`src/rtl/event_trig_gen_if.sv`:
```
// Request/acknowledge channel between the event initiator (master) and the responder (slave).
interface event_trig_gen_if;
  logic       evt_req;
  logic       evt_ack;
  logic [1:0] evt_src;

  modport master (output evt_req, output evt_src, input evt_ack);
  modport slave  (input evt_req, input evt_src, output evt_ack);
endinterface

```
`src/rtl/event_trig_gen.sv`:
```
// Event initiator: merges a periodic tick and a software trigger into a counted backlog issued over req/ack.
// Optional request watchdog enabled by defining EVT_TRIG_TIMEOUT_EN.
module event_trig_gen #(
  parameter int unsigned PERIOD_W = 8,
  parameter int unsigned PEND_W   = 4
) (
  input  logic                  clk,
  input  logic                  rst,
  input  logic                  en,
  input  logic [PERIOD_W-1:0]   period,
  input  logic                  sw_trig,
  event_trig_gen_if.master      evt_if,
  output logic [PEND_W-1:0]     pend_cnt,
  output logic                  overflow,
  input  logic                  clr_ovf,
  output logic                  timeout
);

  typedef enum logic [1:0] {IDLE, REQ, GAP} state_t;

  localparam logic [PEND_W-1:0] PEND_MAX = {PEND_W{1'b1}};

  state_t              state_q, state_d;
  logic [PERIOD_W-1:0] tcnt_q, tcnt_d;
  logic [1:0]          src_acc_q, src_acc_d;
  logic [1:0]          evt_src_q, evt_src_d;
  logic [PEND_W-1:0]   pend_q, pend_d;
  logic                ovf_q, ovf_d;
  logic                evt_req_q, evt_req_d;

  logic                tick;
  logic                ev;
  logic [1:0]          cur_src;
  logic                ack_hit;
  logic                abandon;
  logic                dec;
  logic                ovf_set;

`ifdef EVT_TRIG_TIMEOUT_EN
  logic [8:0] wd_q, wd_d;
  logic       timeout_q, timeout_d;
`endif

  always_comb begin
    tick      = 1'b0;
    tcnt_d    = '0;
    state_d   = state_q;
    evt_src_d = evt_src_q;
    pend_d    = pend_q;
    ovf_set   = 1'b0;
    abandon   = 1'b0;

    // Tick counter; the >= compare makes a reduced period take effect immediately
    if (en && (period != '0)) begin
      if (tcnt_q >= (period - PERIOD_W'(1))) tick = 1'b1;
      else                                   tcnt_d = tcnt_q + PERIOD_W'(1);
    end

    cur_src   = {en & sw_trig, tick};
    ev        = |cur_src;
    src_acc_d = src_acc_q | cur_src;

    ack_hit = (state_q == REQ) && evt_if.evt_ack;
`ifdef EVT_TRIG_TIMEOUT_EN
    wd_d = '0;
    if (state_q == REQ) begin
      wd_d    = wd_q + 9'd1;
      abandon = !evt_if.evt_ack && (wd_q == 9'd255);
    end
    timeout_d = abandon;
`endif
    dec = ack_hit | abandon;

    case (state_q)
      IDLE: begin
        if (pend_q != '0) begin
          state_d   = REQ;
          evt_src_d = src_acc_q | cur_src;
          // Sources seen this cycle belong to an event still queued behind this one
          src_acc_d = cur_src;
        end
      end
      REQ:     if (dec) state_d = GAP;
      GAP:     state_d = IDLE;
      default: state_d = IDLE;
    endcase

    if (ev && !dec) begin
      if (pend_q == PEND_MAX) ovf_set = 1'b1;
      else                    pend_d  = pend_q + PEND_W'(1);
    end else if (dec && !ev) begin
      pend_d = pend_q - PEND_W'(1);
    end

    ovf_d     = ovf_set | (ovf_q & ~clr_ovf);
    evt_req_d = (state_d == REQ);
  end

  always_ff @(posedge clk) begin
    if (rst) begin
      state_q   <= IDLE;
      tcnt_q    <= '0;
      src_acc_q <= '0;
      evt_src_q <= '0;
      pend_q    <= '0;
      ovf_q     <= 1'b0;
      evt_req_q <= 1'b0;
`ifdef EVT_TRIG_TIMEOUT_EN
      wd_q      <= '0;
      timeout_q <= 1'b0;
`endif
    end else begin
      state_q   <= state_d;
      tcnt_q    <= tcnt_d;
      src_acc_q <= src_acc_d;
      evt_src_q <= evt_src_d;
      pend_q    <= pend_d;
      ovf_q     <= ovf_d;
      evt_req_q <= evt_req_d;
`ifdef EVT_TRIG_TIMEOUT_EN
      wd_q      <= wd_d;
      timeout_q <= timeout_d;
`endif
    end
  end

  assign evt_if.evt_req = evt_req_q;
  assign evt_if.evt_src = evt_src_q;
  assign pend_cnt       = pend_q;
  assign overflow       = ovf_q;
`ifdef EVT_TRIG_TIMEOUT_EN
  assign timeout        = timeout_q;
`else
  assign timeout        = 1'b0;
`endif

endmodule

```
`src/flat_wrapper.sv`:
```
// flat-port wrapper written by rule: the top's interface ports become plain ports
module event_trig_gen_flat 
#(
  parameter int unsigned PERIOD_W = 8,
  parameter int unsigned PEND_W   = 4
)
  (clk, rst, en, period, sw_trig, pend_cnt, overflow, clr_ovf, timeout, evt_if_evt_req, evt_if_evt_src, evt_if_evt_ack);
  event_trig_gen_if evt_if_i ();
  input  logic clk;
  input  logic rst;
  input  logic en;
  input  logic [PERIOD_W-1:0] period;
  input  logic sw_trig;
  output logic [PEND_W-1:0] pend_cnt;
  output logic overflow;
  input  logic clr_ovf;
  output logic timeout;
  output wire logic [$bits(evt_if_i.evt_req)-1:0] evt_if_evt_req;
  output wire logic [$bits(evt_if_i.evt_src)-1:0] evt_if_evt_src;
  input wire logic [$bits(evt_if_i.evt_ack)-1:0] evt_if_evt_ack;
  assign evt_if_evt_req = evt_if_i.evt_req;
  assign evt_if_evt_src = evt_if_i.evt_src;
  assign evt_if_i.evt_ack = evt_if_evt_ack;
  event_trig_gen #(.PERIOD_W(PERIOD_W), .PEND_W(PEND_W)) u_core (.clk(clk), .rst(rst), .en(en), .period(period), .sw_trig(sw_trig), .evt_if(evt_if_i), .pend_cnt(pend_cnt), .overflow(overflow), .clr_ovf(clr_ovf), .timeout(timeout));
endmodule
```
`config.mk`:
```
export PLATFORM = sky130hd
export DESIGN_NAME = event_trig_gen_flat
export DESIGN_NICKNAME = d
export VERILOG_FILES = /design/src/rtl/event_trig_gen_if.sv /design/src/rtl/event_trig_gen.sv /design/src/flat_wrapper.sv
export SDC_FILE = /design/constraint.sdc
export NUM_CORES = 1
export LEC_CHECK = 0
export CAP_MARGIN = 20
export CELL_PAD_IN_SITES_DETAIL_PLACEMENT = 1
export CELL_PAD_IN_SITES_GLOBAL_PLACEMENT = 1
export CORE_MARGIN = 3
export CORE_UTILIZATION = 41
export CTS_CLUSTER_SIZE = 28
export DETAILED_ROUTE_END_ITERATION = 8
export PLACE_DENSITY = 0.86
export SKIP_CTS_REPAIR_TIMING = 1
export SLEW_MARGIN = 20
export SYNTH_ARGS = -nofsm -noshare
export SYNTH_HDL_FRONTEND = slang
export SYNTH_SLANG_ARGS = --single-unit
```
`constraint.sdc`:
```
create_clock -name clk -period 6.9 [get_ports clk]
set_input_delay 1.725 -clock clk [delete_from_list [all_inputs] [get_ports clk]]
set_output_delay 1.725 -clock clk [all_outputs]
set_load 0.02 [all_outputs]
```
# Yosys cells after proc, flatten, opt, wreduce, memory -nomap -nowiden
# Cells that the tools add are included.
# word_totals
regBits	20
mem_bits_ro	0
ram_bits	0
wordCells	48
n_memories	0
output_inout_bits	9
latch_bits	0
# op_classes
mul	0
shift	0
n_div	0
n_addsub	4
reduce_logical	14
eq_ne	4
n_bitwise	6
mux	12
order_cmp	1
# ops
cell	n
two-way mux 4 bit	3
adder 8 x 1 -> 8 bit (second input constant)	1
>= comparator 8 bit	1
two-way mux 2 bit	4
nonzero test 8 bit	1
subtractor 8 x 1 -> 8 bit (second input constant)	1
adder 4 x 1 -> 4 bit (second input constant)	1
equality test 2 x 1 -> 1 bit (second input constant)	2
equality test 4 bit (second input constant)	1
logical AND 1 bit	4
two-way mux 1 bit	4
one-hot mux 2 bit (2 select lines)	1
AND reduction 2 bit	2
nonzero test 4 bit	1
subtractor 4 x 1 -> 4 bit (second input constant)	1
OR reduction 3 bit	1
AND 1 bit	2
zero test 1 bit	2
zero test 2 bit	1
!= test 2 bit (second input constant)	1
NOT 1 bit	2
OR 2 bit	1
nonzero test 2 bit	1
OR reduction 2 bit	1
OR 1 bit	1

# Depth between registers and ports, before layout
# depth
depth_word	9
ltp_mapped	16

# Worst setup path after synthesis
# Ideal clock, no wire load.
# synth_timing
kind	in2reg
from	input period[3]
to	register u_core.pend_q[3], in the netlist u_core.pend_cnt[3]
setup_time_ns	0.117
stages	14
arrival_time_ns	4.557
required_ns	6.783
path_slack_ns	2.225
path_cell_list	or4_4 -> nor4_1 -> xnor2_1 -> ha_1 -> a41oi_1 -> a21oi_1 -> a211oi_1 -> nor3_2 -> clkinv_2 -> ha_1 -> a21o_1 -> a21oi_1 -> nor2_1 -> a32o_2
# synth_between
elab_chain_cells	9
# synth_lines
item	line_no	rtl
start: declaration	flat_wrapper.sv:12	input logic [PERIOD_W-1:0] period;
subtractor 8 x 1 -> 8 bit	event_trig_gen.sv:55	if (tcnt_q >= (period - PERIOD_W'(1))) tick = 1'b1;
>= comparator 8 bit	event_trig_gen.sv:55	
two-way mux 1 bit	event_trig_gen.sv:55	
two-way mux 1 bit *	event_trig_gen.sv:54	if (en && (period != '0)) begin
OR reduction 2 bit *	event_trig_gen.sv:60	ev = |cur_src;
zero test 1 bit	event_trig_gen.sv:91	end else if (dec && !ev) begin
logical AND 1 bit	event_trig_gen.sv:91	
nonzero test 2 bit (no line)	-	
AND reduction 2 bit (no line)	-	
end signal: assignment	event_trig_gen.sv:117	pend_q <= pend_d;
end: declaration	event_trig_gen.sv:27	logic [PEND_W-1:0] pend_q, pend_d;
# Mark *: on every way between the ends. The rest lies on a longest branch, timed or not.
# A chain may end at the register's enable or synchronous reset.

# Worst setup path after layout
# Same ends and word-level chain as after synthesis.

==> results.yml <==
setup_path:
  cpMaxStageDelayCell: "or4_4"
  max_stage_delay_ns: 0.60
  crit_required_ns: 7.10
  crit_chain: "clkdlybuf4s50_1, or4_4, nor4_1, xnor2_1, ha_1, nor4_1, o21ai_0, a211oi_1, nor3_2, clkinv_2, ha_1, a21o_1, a21oi_1, nor2_1, a32o_2"
  crit_family: "compound AO/OA/AOI/OAI gates"
  crit_fanout: 5
  worst-setup-path-type: "in -> reg"
  worst-path-buf-inv: 2
  r2r_slack_ns: 4.20
  end_kind: "flop"
  cp.arrival_ns: 5.35
  startpoint_type: "input port"
routing:
  finalWirelength_um: 2743
  vias_per_cell: 5.542
  vias: 1064
  dr.first_iter.drc_count: 40
  ant_nets: 0
  wl_per_cell_um: 14.29
  drc: 0
  firstDrtPassIters: 4
synth:
  yosysMostFrequentCell: "nor2_1"
  synth-edff-count: 0
  ys_warn_count: 0
  synth.top_cells.by_count: "22 x nor2_1, 20 x dfxtp_1, 13 x ha_1"
  synth_top_flop_cell: "dfxtp_1"
  synthCells: 139
  ys_types: 41
  syn-num-nets: 167
  synth_top_area_share: 0.3249
  ys_ff_latch: 20
  synth-seq-area-share: 0.3249
  synth_area_leaders: "dfxtp_1 32%, ha_1 13%, nor2_1 6.7%"
  synth-async-reset-ratio: 0
  synthesis.area_um2: 1232
  avgSynthCellArea_um2: 8.866
  synth_top_area_cell: "dfxtp_1"
placement:
  dp_hpwl_um: 2250
  gp_congestion: 0.8544
  portBuffers: 21
clock_tree:
  htree_levels: 1
  path_clk_slew_ns: 0.11
  root_buffer: "clkbuf_4"
  clk_latency_ns: 0.30
  cts_tree: "built"
  cts_made_buffers: 3
  clock-sinks: 20
  clockBufferDepth: 2
cells_and_area:
  syn2layout_area_growth_pct: 21.73
  diodes: 0
  utilization: 0.5348
  drive_gt1_frac: 0.08075
  fin_nets: 191
worst_hold_path:
  hold_path_class: "reg -> reg"
sta:
  fin_setup_tns_ns: 0
  worst_pin_slew_ns: 0.7072
  max_freq_mhz: 194.1
  period_minus_slack_ns: 5.153
  setup_violations: 0
  max-slew-margin-rel: 0.5234
  slew_violations: 0
  hold_viol: 0
  whs_ns: 0.4945
  rsz0062_at_grt: "false"
  finClkSkew_ns: 0.003444
  fin_crit_sh: 0.7468
pwr:
  leakage_nw: 0.6226
  vdd_ir_drop_max_mv: 0.1505
  combPwrFrac: 0.392
  p_total_uw: 336.6
  power.internal_uw: 217.6
  pwr-share-clk: 0.164
  switching_power_uw: 119.0
  switching_share: 0.3535
  sequentialPowerShare: 0.444
  p_per_area_nw_per_um2: 224.4
floorplanning:
  row_count: 19
  io-pin-count: 23
  core_area_um2: 2805
  die_y_um: 60.83
  dieArea_um2: 3700
  start_util: 0.4393
  die_x_um: 60.83
run:
  maxCapViolations: 0
outcome:
  status: "completed"
global_routing:
  grt_max_degree: 12
  grt_pass1_wl_um: 4519
  grt_pass1_vias: 1001
  grtUsageTotal: 0.1648
  grt_overflow: 0
  antenna_found_initial: 0
-- worst reg2reg max path: cells and delay by family (launching register included) --
kind | cells | cell delay, ns
AO/OA/AOI/OAI | 5 | 1.24
adder cells (fa/ha/maj) | 2 | 0.46
buffers and inverters | 1 | 0.11
flip-flops | 1 | 0.37
AND/OR/NAND/NOR | 3 | 0.41
-- final cells by class --
| class | instances | area [um2] |
|---|---|---|
| clock buffers | 3 | 22.52 |
| fillers | 336 | 1305 |
| inverters | 8 | 31.28 |
| flip-flops and latches | 20 | 400.4 |
| repair buffers | 21 | 210.2 |
| well taps | 31 | 38.79 |
| multi-input cells | 109 | 797.0 |
-- cell usage in the layout, fill, tap and decap left out, drive strengths merged, types with 3 or more instances in the layout --
cell type / synthesis / final
ha: 13 / 13
a21oi: 8 / 8
nand2: 7 / 7
o21ai: 5 / 5
clkbuf: 1 / 3
clkdlybuf4s50: 0 / 21
nor3: 5 / 5
xnor2: 8 / 8
dfxtp: 20 / 20
nand3: 4 / 4
inv: 7 / 7
xor2: 6 / 6
nor2: 22 / 22
-- cells by family (layout without fill, tap and decap cells) --
group,Yosys count,after routing,synth area share
AND/OR/NAND/NOR,55,55,0.2295
XOR/XNOR,14,14,0.09949
other,1,1,0.003043
adder cells (fa/ha/maj),14,14,0.1482
multiplexers,1,1,0.008122
AO/OA/AOI/OAI,24,24,0.1523
buffers and inverters,10,32,0.03452
flip-flops,20,20,0.3249
-- power groups by stage --
stage               clock network, mW  logic, mW  registers [mW]
floorplan                           0     0.0678           0.162
global placement                    0      0.125           0.149
detailed placement                  0      0.131           0.151
CTS                            0.0576      0.132           0.148
global route                   0.0616      0.146           0.154
finish                         0.0552      0.132           0.149
-- per-layer routing --
layer / up-vias / track usage / routed length (um)
li1: 532 / - / -
met1: 510 / 0.1972 / 1185
met2: 20 / 0.2931 / 1409
met3: 2 / 0.04468 / 137
met4: 0 / 0.03715 / 11
met5: - / 0 / 0
-- worst paths after layout --
path,depth (start not counted),to,start
setup / recovery,15,u_core.pend_cnt[3]$_SDFFE_PP0P_,period[3]
hold / removal,1,u_core.tcnt_q[0]$_SDFF_PP0_,u_core.tcnt_q[0]$_SDFF_PP0_
setup reg to reg,11,u_core.pend_cnt[3]$_SDFFE_PP0P_,u_core.tcnt_q[2]$_SDFF_PP0_
hold reg to reg,1,u_core.tcnt_q[0]$_SDFF_PP0_,u_core.tcnt_q[0]$_SDFF_PP0_
-- flip-flops by register name (all words and copies together), names as in the netlist --
register / cells
u_core.tcnt_q: 8
u_core.evt_if.evt_req: 1
u_core.state_q: 2
u_core.src_acc_q: 2
u_core.evt_if.evt_src: 2
u_core.pend_cnt: 4
u_core.overflow: 1
-- through the flow --
stage	std cells	setup slack, ns	instance area, um2
6_report	192	1.747	1500
3_3_place_gp	189	1.546	1470
2_1_floorplan	139	2.225	1232
5_1_grt	192	1.508	1500
3_5_place_dp	189	1.401	1470
4_1_cts	192	1.727	1493
Power figures use the tool's default switching activity.
